--- config.mk ---
export PLATFORM = sky130hd
export DESIGN_NAME = xbus_fabric
export DESIGN_NICKNAME = d
export VERILOG_FILES = /design/src/rtl/xbus_pkg.sv /design/src/rtl/xbus_decode.sv /design/src/rtl/xbus_fabric.sv
export SDC_FILE = /design/constraint.sdc
export NUM_CORES = 1
export LEC_CHECK = 0
export ABC_AREA = 1
export CAP_MARGIN = 20
export CORE_AREA = 2 2 117 119
export DETAILED_ROUTE_END_ITERATION = 7
export DIE_AREA = 0 0 119 121
export PLACE_DENSITY = 0.77
export SETUP_SLACK_MARGIN = 0.5
export SLEW_MARGIN = 20
export SYNTH_ARGS = -nofsm -noshare
export SYNTH_HDL_FRONTEND = slang
export SYNTH_SLANG_ARGS = --single-unit
--- constraint.sdc ---
create_clock -name wb_clk -period 1.65 [get_ports wb_clk]
set_input_delay 0.33 -clock wb_clk [delete_from_list [all_inputs] [get_ports wb_clk]]
set_output_delay 0.33 -clock wb_clk [all_outputs]
set_load 0.005 [all_outputs]
--- src/rtl/xbus_pkg.sv ---
// Shared types and constants for the xbus peripheral fabric: FSM states, fault kinds
// and the layout of the fault status word.
package xbus_pkg;

  typedef enum logic [1:0] {
    StIdle  = 2'd0,
    StWait  = 2'd1,
    StResp  = 2'd2,
    StDrain = 2'd3
  } state_e;

  localparam logic [1:0] FK_NONE     = 2'd0;
  localparam logic [1:0] FK_TIMEOUT  = 2'd1;
  localparam logic [1:0] FK_UNMAPPED = 2'd2;

  localparam int unsigned STAT_COUNT_LSB = 24;
  localparam int unsigned STAT_KIND_LSB  = 16;
  localparam int unsigned STAT_ADDR_LSB  = 0;

  function automatic logic [31:0] status_word(input logic [7:0]  count,
                                              input logic [1:0]  kind,
                                              input logic [15:0] addr);
    logic [31:0] word;
    word = '0;
    word[STAT_COUNT_LSB +: 8] = count;
    word[STAT_KIND_LSB +: 2]  = kind;
    word[STAT_ADDR_LSB +: 16] = addr;
    return word;
  endfunction

endpackage

--- src/rtl/xbus_decode.sv ---
// Address decoder: maps the top address bits to a one-hot slot hit, a status-register
// hit, or a miss. Lowest slot index wins on duplicate bases.
module xbus_decode
  import xbus_pkg::*;
#(
  parameter int unsigned              NSLOTS    = 4,
  parameter int unsigned              AWIDTH    = 8,
  parameter logic [NSLOTS*AWIDTH-1:0] SLOT_BASE = {8'h70, 8'h60, 8'h50, 8'h40},
  parameter logic [AWIDTH-1:0]        STAT_ADDR = 8'h7F
) (
  input  logic [AWIDTH-1:0] tag,
  output logic [NSLOTS-1:0] slot_hit,
  output logic              stat_hit,
  output logic              miss
);

  logic found;

  always_comb begin
    slot_hit = '0;
    found    = 1'b0;
    for (int k = 0; k < NSLOTS; k++) begin
      if (!found && tag == SLOT_BASE[k*AWIDTH +: AWIDTH]) begin
        slot_hit[k] = 1'b1;
        found       = 1'b1;
      end
    end
    stat_hit = !found && (tag == STAT_ADDR);
    miss     = !found && !stat_hit;
  end

endmodule

--- src/rtl/xbus_fabric.sv ---
// Wishbone peripheral fabric: decodes CPU accesses to one of NSLOTS slaves, muxes the
// response, and reports unmapped or timed-out accesses through a status register and irq.
module xbus_fabric
  import xbus_pkg::*;
#(
  parameter int unsigned              NSLOTS    = 4,
  parameter int unsigned              AWIDTH    = 8,
  parameter logic [NSLOTS*AWIDTH-1:0] SLOT_BASE = {8'h70, 8'h60, 8'h50, 8'h40},
  parameter logic [AWIDTH-1:0]        STAT_ADDR = 8'h7F,
  parameter int unsigned              TIMEOUT   = 16,
  parameter logic [31:0]              ERR_DATA  = 32'hDEADBEEF
) (
  input  logic                 wb_clk,
  input  logic                 wb_rst_n,
  input  logic [31:0]          wb_dbus_adr,
  input  logic [31:0]          wb_dbus_dat,
  input  logic                 wb_dbus_we,
  input  logic                 wb_dbus_cyc,
  output logic [31:0]          wb_xbus_rdt,
  output logic                 wb_xbus_ack,
  output logic [NSLOTS-1:0]    s_cyc,
  input  logic [NSLOTS*32-1:0] s_rdt,
  input  logic [NSLOTS-1:0]    s_ack,
  output logic                 bus_irq
);

  localparam logic [7:0] TIMER_LAST = 8'(TIMEOUT - 1);

  state_e      state;
  logic [7:0]  timer;
  logic [7:0]  fault_count, fault_count_d;
  logic [1:0]  fault_kind, fault_kind_new;
  logic [15:0] fault_addr;

  logic [NSLOTS-1:0] slot_hit;
  logic              stat_hit, miss;
  logic              sel_ack, timeout_hit, fault_new, stat_clear;
  logic [31:0]       sel_rdt;

  // Slaves see the write data directly; only the address top bits reach the decoder.
  logic unused_ok;
  assign unused_ok = ^wb_dbus_dat ^ (^wb_dbus_adr);

  xbus_decode #(
    .NSLOTS   (NSLOTS),
    .AWIDTH   (AWIDTH),
    .SLOT_BASE(SLOT_BASE),
    .STAT_ADDR(STAT_ADDR)
  ) u_decode (
    .tag     (wb_dbus_adr[31 -: AWIDTH]),
    .slot_hit(slot_hit),
    .stat_hit(stat_hit),
    .miss    (miss)
  );

  always_comb begin
    sel_rdt = '0;
    for (int k = 0; k < NSLOTS; k++) begin
      if (s_cyc[k]) sel_rdt |= s_rdt[k*32 +: 32];
    end
  end

  assign sel_ack     = |(s_ack & s_cyc);
  assign timeout_hit = (timer == TIMER_LAST);
  assign stat_clear  = (state == StIdle) && wb_dbus_cyc && stat_hit && wb_dbus_we;

  always_comb begin
    fault_new      = 1'b0;
    fault_kind_new = FK_NONE;
    if (state == StIdle && wb_dbus_cyc && miss) begin
      fault_new      = 1'b1;
      fault_kind_new = FK_UNMAPPED;
    end else if (state == StWait && wb_dbus_cyc && !sel_ack && timeout_hit) begin
      fault_new      = 1'b1;
      fault_kind_new = FK_TIMEOUT;
    end
  end

  // Clear has priority over a simultaneous fault; count saturates at 255.
  always_comb begin
    fault_count_d = fault_count;
    if (stat_clear) begin
      fault_count_d = '0;
    end else if (fault_new && fault_count != 8'hFF) begin
      fault_count_d = fault_count + 8'd1;
    end
  end

  always_ff @(posedge wb_clk or negedge wb_rst_n) begin
    if (!wb_rst_n) begin
      state       <= StIdle;
      timer       <= '0;
      s_cyc       <= '0;
      wb_xbus_ack <= 1'b0;
      wb_xbus_rdt <= '0;
      fault_count <= '0;
      fault_kind  <= FK_NONE;
      fault_addr  <= '0;
      bus_irq     <= 1'b0;
    end else begin
      case (state)
        StIdle: begin
          if (wb_dbus_cyc) begin
            if (|slot_hit) begin
              s_cyc <= slot_hit;
              timer <= '0;
              state <= StWait;
            end else if (stat_hit) begin
              wb_xbus_ack <= 1'b1;
              wb_xbus_rdt <= wb_dbus_we ? 32'h0 :
                             status_word(fault_count, fault_kind, fault_addr);
              state       <= StResp;
            end else begin
              wb_xbus_ack <= 1'b1;
              wb_xbus_rdt <= ERR_DATA;
              state       <= StResp;
            end
          end
        end
        StWait: begin
          if (!wb_dbus_cyc) begin
            s_cyc <= '0;
            state <= StIdle;
          end else if (sel_ack) begin
            s_cyc       <= '0;
            wb_xbus_ack <= 1'b1;
            wb_xbus_rdt <= sel_rdt;
            state       <= StResp;
          end else if (timeout_hit) begin
            s_cyc       <= '0;
            wb_xbus_ack <= 1'b1;
            wb_xbus_rdt <= ERR_DATA;
            state       <= StResp;
          end else begin
            timer <= timer + 8'd1;
          end
        end
        StResp: begin
          wb_xbus_ack <= 1'b0;
          wb_xbus_rdt <= '0;
          state       <= StDrain;
        end
        StDrain: begin
          if (!wb_dbus_cyc) state <= StIdle;
        end
        default: state <= StIdle;
      endcase

      fault_count <= fault_count_d;
      bus_irq     <= (fault_count_d != 8'h00);
      if (stat_clear) begin
        fault_kind <= FK_NONE;
        fault_addr <= '0;
      end else if (fault_new) begin
        fault_kind <= fault_kind_new;
        fault_addr <= wb_dbus_adr[15:0];
      end
    end
  end

endmodule

Word-level counts from Yosys, hierarchy flattened
Index checks and enable logic that the tools add are counted. Widths: inputs -> output; s select.

Muxes and demuxes: 54. Bitwise logic cells: 4. Eq/ne operators: 19. Add/subtract/negate cells: 2. Reduce and logical (&&, ||, !) cells: 30.

Operators with widths (count): $mux 32 (11); $or 32x32->32 (3); $pmux 32 s3 (1); $mux 8 (7); $eq 8x7->1 const B (5); $mux 16 (2); $mux 4 (5); $mux 2 (9); $add 8x1->8 const B (2); $pmux 8 s2 (1); $mux 1 (15); $logic_and 1x1->1 (13); $ne 2x2->1 const B (6); $eq 8x4->1 const B (1); $ne 8x8->1 const B (1); $pmux 2 s4 (1); $pmux 4 s2 (1); $reduce_bool 8->1 (1); $reduce_or 4->1 (2); $logic_not 1->1 (6); $reduce_and 6->1 (1); $reduce_and 5->1 (1); $and 4x4->4 (1); $eq 2x2->1 const B (2); 10 further kinds (11).

Logic and storage cells: 118. Output and inout port bits: 38. Input port bits: 200. Register bits: 74.

Logic depth before layout (Yosys ltp)
Word-level depth: 21. Gate-level depth with buffers: 14.

Modules after synthesis
Synthesis repeated with hierarchy kept, for this count alone.

Cell total of the unflattened synthesis: 658. Area, all modules: 4722.0 µm².

By module, submodules not included: xbus_fabric (times used 1, area each 4603.2 µm², cells an instance 632); xbus_decode (times used 1, area each 118.9 µm², cells an instance 26).

Worst setup path after synthesis
No wires, ideal clock.

Path type: register -> register. Start: register state[1]. End: register bus_irq. Required time: 1.531 ns. Cell stages (with the launch flop): 13. Setup slack: -0.140 ns. Arrival: 1.671 ns. Library setup time: 0.119 ns. Period minus slack after synthesis: 1.790 ns. Cells stage by stage: dfrtp_1 > inv_1 > ha_1 > inv_2 > nor3_4 > nand2_2 > nand2_4 > buf_8 > nand3_1 > nand3_1 > nand2_1 > nor2_1 > nand2_1.

Longest elaborated chain between the ends: 10.

Ends and longest elaborated chain: from (decl) (line xbus_fabric.sv:29) `state_e state;`; from (signal assigned) (line xbus_fabric.sv:91) `state <= StIdle;`; from (signal assigned) (line xbus_fabric.sv:107) `state <= StWait;`; from (signal assigned) (line xbus_fabric.sv:112) `state <= StResp;`; $eq 2x1->1 (line xbus_fabric.sv:73) `end else if (state == StWait && wb_dbus_cyc && !sel_ack && timeout_hit) begin`; $logic_and 1x1->1 (3 in series) (line xbus_fabric.sv:73); $mux 1 (line xbus_fabric.sv:73); $mux 1 (line xbus_fabric.sv:70) `if (state == StIdle && wb_dbus_cyc && miss) begin`; $logic_and 1x1->1 (line xbus_fabric.sv:84) `end else if (fault_new && fault_count != 8'hFF) begin`; $mux 8 (line xbus_fabric.sv:84); $mux 8 * (line xbus_fabric.sv:82) `if (stat_clear) begin`; $reduce_bool 8->1 * (line xbus_fabric.sv:150) `bus_irq <= (fault_count_d != 8'h00);`; to (signal assigned) (line xbus_fabric.sv:150); to (decl) (line xbus_fabric.sv:24) `output logic bus_irq`.

Mark *: on every way between the ends. The rest lies on a longest branch, timed or not. A chain may end at the register's enable or synchronous reset.

Worst setup path after layout
Start: register timer[1]. End: register timer[4].

Longest elaborated chain between the ends: 5.

Ends and longest elaborated chain: from (decl) (line xbus_fabric.sv:30) `logic [7:0] timer;`; from (signal assigned) (line xbus_fabric.sv:135) `timer <= timer + 8'd1;`; $add 8x1->8 (line xbus_fabric.sv:135); $mux 8 (line xbus_fabric.sv:129) `end else if (timeout_hit) begin`; $mux 8 (line xbus_fabric.sv:124) `end else if (sel_ack) begin`; $mux 8 (line xbus_fabric.sv:121) `if (!wb_dbus_cyc) begin`; $pmux 8 s2 (line xbus_fabric.sv:101) `case (state)`.

Parallel ways exist; a longest one is shown, timed or not. The select of a mux whose other input is x is not followed.

==> flow_summary.yaml <==
setup_path:
  worstPathArrival_ns: 2.08
  r2r_setup_slack_ns: -0.17
  cp_top_family: "simple AND/OR/NAND/NOR gates"
  max_stage_delay_ns: 0.36
  crit_path_max_fanout: 6
  regToRegEndpoint: "timer[4]"
  start_kind: "register"
  crit_type: "reg -> reg"
  crit_slowest_cell: "dfrtp_1"
  rr_worst_depth: 11
  end_kind: "register"
  r2r-start: "timer[1]"
  cp.required_ns: 1.91
  path_cells: "ha_2 -> nand2_2 -> nor2_2 -> inv_2 -> nor3_4 -> buf_4 -> nor3b_4 -> nand2_4 -> inv_4 -> o21ai_1 -> o21a_1"
  cp-startpoint: "timer[1]"
  critPathBufInv: 3
placed_design:
  port_buffers: 197
  hpwl_um: 12700
  gp_congestion: 0.876
  dp_cells: 1063
route:
  viasPerCell: 5.16
  drt_first_iter_violations: 498
  num_vias: 5834
  drtAntennaViolNets: 0
  routed_wirelength_um: 19200
  wl_per_cell_um: 17.0
  drc_errors: 0
  drt_pass1_iterations: 5
power_and_ir_drop:
  clkPwrFrac_pct: 14.9
  power.share.sequential_pct: 22.2
  p_int_uw: 7850
  power_uw: 13600
  p_sw_uw: 5720
  power_frac_comb_pct: 62.9
  p_leak_uw: 0.00386
  power_density_nw_per_um2: 1570
  ir_worst_vdd_uv: 810
  p_sw_share_pct: 42.1
flow_run:
  max_cap_violations: 0
sta:
  rsz0062_at_grt: "true"
  max_slew_margin_pct: 73.8
  fin_skew_ns: 0.00842
  setup_tns_ns: -5.36
  finalHoldViolCount: 0
  fin_hold_ws_ns: 0.438
  worstMarginPinSlew_ns: 0.394
  post-route-period-util_pct: 110
  min_period_ns: 1.82
  drv_slew: 0
  worst_slack_ns: -0.172
  finalSetupViolCount: 68
  max_freq_mhz: 549
logic_synthesis:
  yosysWarnings: 0
  ys_ff_latch: 74
  synth_edf_count: 0
  synth_top_flop_cell: "dfrtp_1"
  synth_fp_nets: 860
  yosysTopAreaCell: "dfrtp_1"
  seq_area_frac_synth_pct: 38.5
  netlist.area_leader.share_pct: 38.5
  netlist-cell-type-count: 39
  async_flop_share_pct: 100
  synthesis.area_um2: 4810
  synth_cells: 652
  yosys-top-cells-area: "dfrtp_1 (39%), nand2_1 (14%), o21ai_0 (5.8%)"
  synth.avg_cell_area_um2: 7.37
clocking:
  cts_max_level: 3
  path_clk_slew_ns: 0.06
  clockRootBuffer: "clkbuf_16"
  cts_tree: "done"
  insertion_delay_ns: 0.34
  clockBufferDepth: 2
  cts_buffers: 9
  cts_sinks: 74
worst_hold_path:
  hold_class: "in -> async"
floorplan:
  initial_utilization_pct: 36.7
  io-pin-count: 238
  die_w_um: 119
  die_area_um2: 14400
  fp.dieH_um: 121
  fp.coreArea_um2: 13100
  row_count: 42
global_route:
  grt.total_usage_pct: 25.0
  grt_start_max_net_pins: 35
  grt_pass1_wl_um: 28800
  grt_pass1_vias: 5803
  antenna_found_initial: 0
  grt-ovfl-total: 0
final_layout:
  fin_util_pct: 66.2
  fill_cells: 985
  final_cells: 1130
  drive_above_1_share_pct: 32.6
  syn2layout_area_growth_pct: 80.1
  layout.nets: 1157
  n_antenna_cell: 0
run_status:
  violations: "negative setup slack"
  run_status: "complete, but fails checks"
-- power groups by stage --
stage	combinational [uW]	clock [uW]	sequential, uW
finish	8540	2020	3010
detailed placement	7000	0	3010
global route	9200	2110	3080
global placement	6880	0	2980
CTS	7710	2010	2960
floorplan	4080	0	2980
-- cell usage in the layout (no fill, tap or decap), types with 4 or more instances in the layout --
| cell | instances |
|---|---|
| nand4_1 | 26 |
| nand2_2 | 25 |
| nor2_4 | 5 |
| buf_4 | 97 |
| nand2_4 | 10 |
| buf_2 | 33 |
| ha_1 | 4 |
| dfrtp_1 | 71 |
| clkbuf_16 | 11 |
| a221oi_1 | 8 |
| nor2_2 | 7 |
| inv_2 | 13 |
| clkdlybuf4s50_1 | 155 |
| nand3_1 | 23 |
| nor2_1 | 37 |
| inv_1 | 53 |
| a31oi_1 | 15 |
| o21ai_0 | 32 |
| o21ai_1 | 23 |
| buf_12 | 9 |
| a31oi_2 | 10 |
| o21a_1 | 21 |
| buf_6 | 19 |
| nand2_1 | 155 |
| nand3_2 | 24 |
-- synthesized netlist by cell type (all sizes together) (8+ instances only) --
master	instances
nand4	29
a221oi	9
nand2	191
a31oi	25
nand3	49
o21a	21
o21ai	58
clkbuf	21
nor2	49
ha	8
inv	70
buf	18
dfrtp	74
-- how the worst max path moves through the flow --
stage	endpoint	slack, ns	cells past startpoint
final	timer[4]	-0.17	11
after global routing	wb_xbus_rdt[26]	-0.27	12
after CTS	bus_irq	-0.08	12
after detailed placement	timer[2]	-0.51	12
after global placement	timer[2]	-0.44	12
after floorplan	bus_irq	-0.02	12
-- stage by stage --
| step | setup slack, ns | cell area [um2] |
|---|---|---|
| after global routing | -0.271 | 8660 |
| after global placement | -0.444 | 7560 |
| after CTS | -0.0791 | 8260 |
| final | -0.172 | 8660 |
| after detailed placement | -0.512 | 7560 |
| after floorplan | -0.0231 | 4940 |
-- timing repair --
item | CTS | global route
cloned | 4 | 2
hold buffers | 1 | 0
endpoints found under the hold margin | 20 | 0
setup buffers | 27 | 17
setup endpoints to repair | 112 | 112
resized for setup | 241 | 58
pin swaps | 15 | 18
-- state kept, by name (all words and copies together), names as in the netlist --
| signal | count |
|---|---|
| fault_addr | 16 |
| timer | 8 |
| s_cyc | 4 |
| wb_xbus_rdt | 32 |
| fault_count | 8 |
| fault_kind | 2 |
| bus_irq | 1 |
| state | 2 |
| wb_xbus_ack | 1 |
-- cell type report --
| type | count | area, um2 | area share [%] |
|---|---|---|---|
| clock buffer | 9 | 225 | 2.60 |
| clock inverter | 7 | 77.6 | 0.896 |
| inverter | 70 | 280 | 3.24 |
| multi-input combinational | 471 | 2980 | 34.5 |
| sequential | 74 | 1860 | 21.4 |
| tap | 176 | 220 | 2.54 |
| timing repair buffer | 323 | 3020 | 34.8 |
-- cells by family after synthesis --
logic type	count (synthesis)	synth area share, %
adders and majority gates	8	2.08
DFF	74	38.5
xor gates and xnor gates	3	0.547
buffers and inverters	109	9.76
AOI/OAI and AO/OA	131	18.1
and+or+nand+nor	327	31.0
-- routing by layer --
layer	wire length (um)	track usage (%)	vias up
li1	-	-	2778
met1	7800	30.8	2774
met2	9780	45.1	239
met3	1120	4.04	43
met4	546	7.14	0
met5	0	0	-
(Power assumes the default switching activity.)
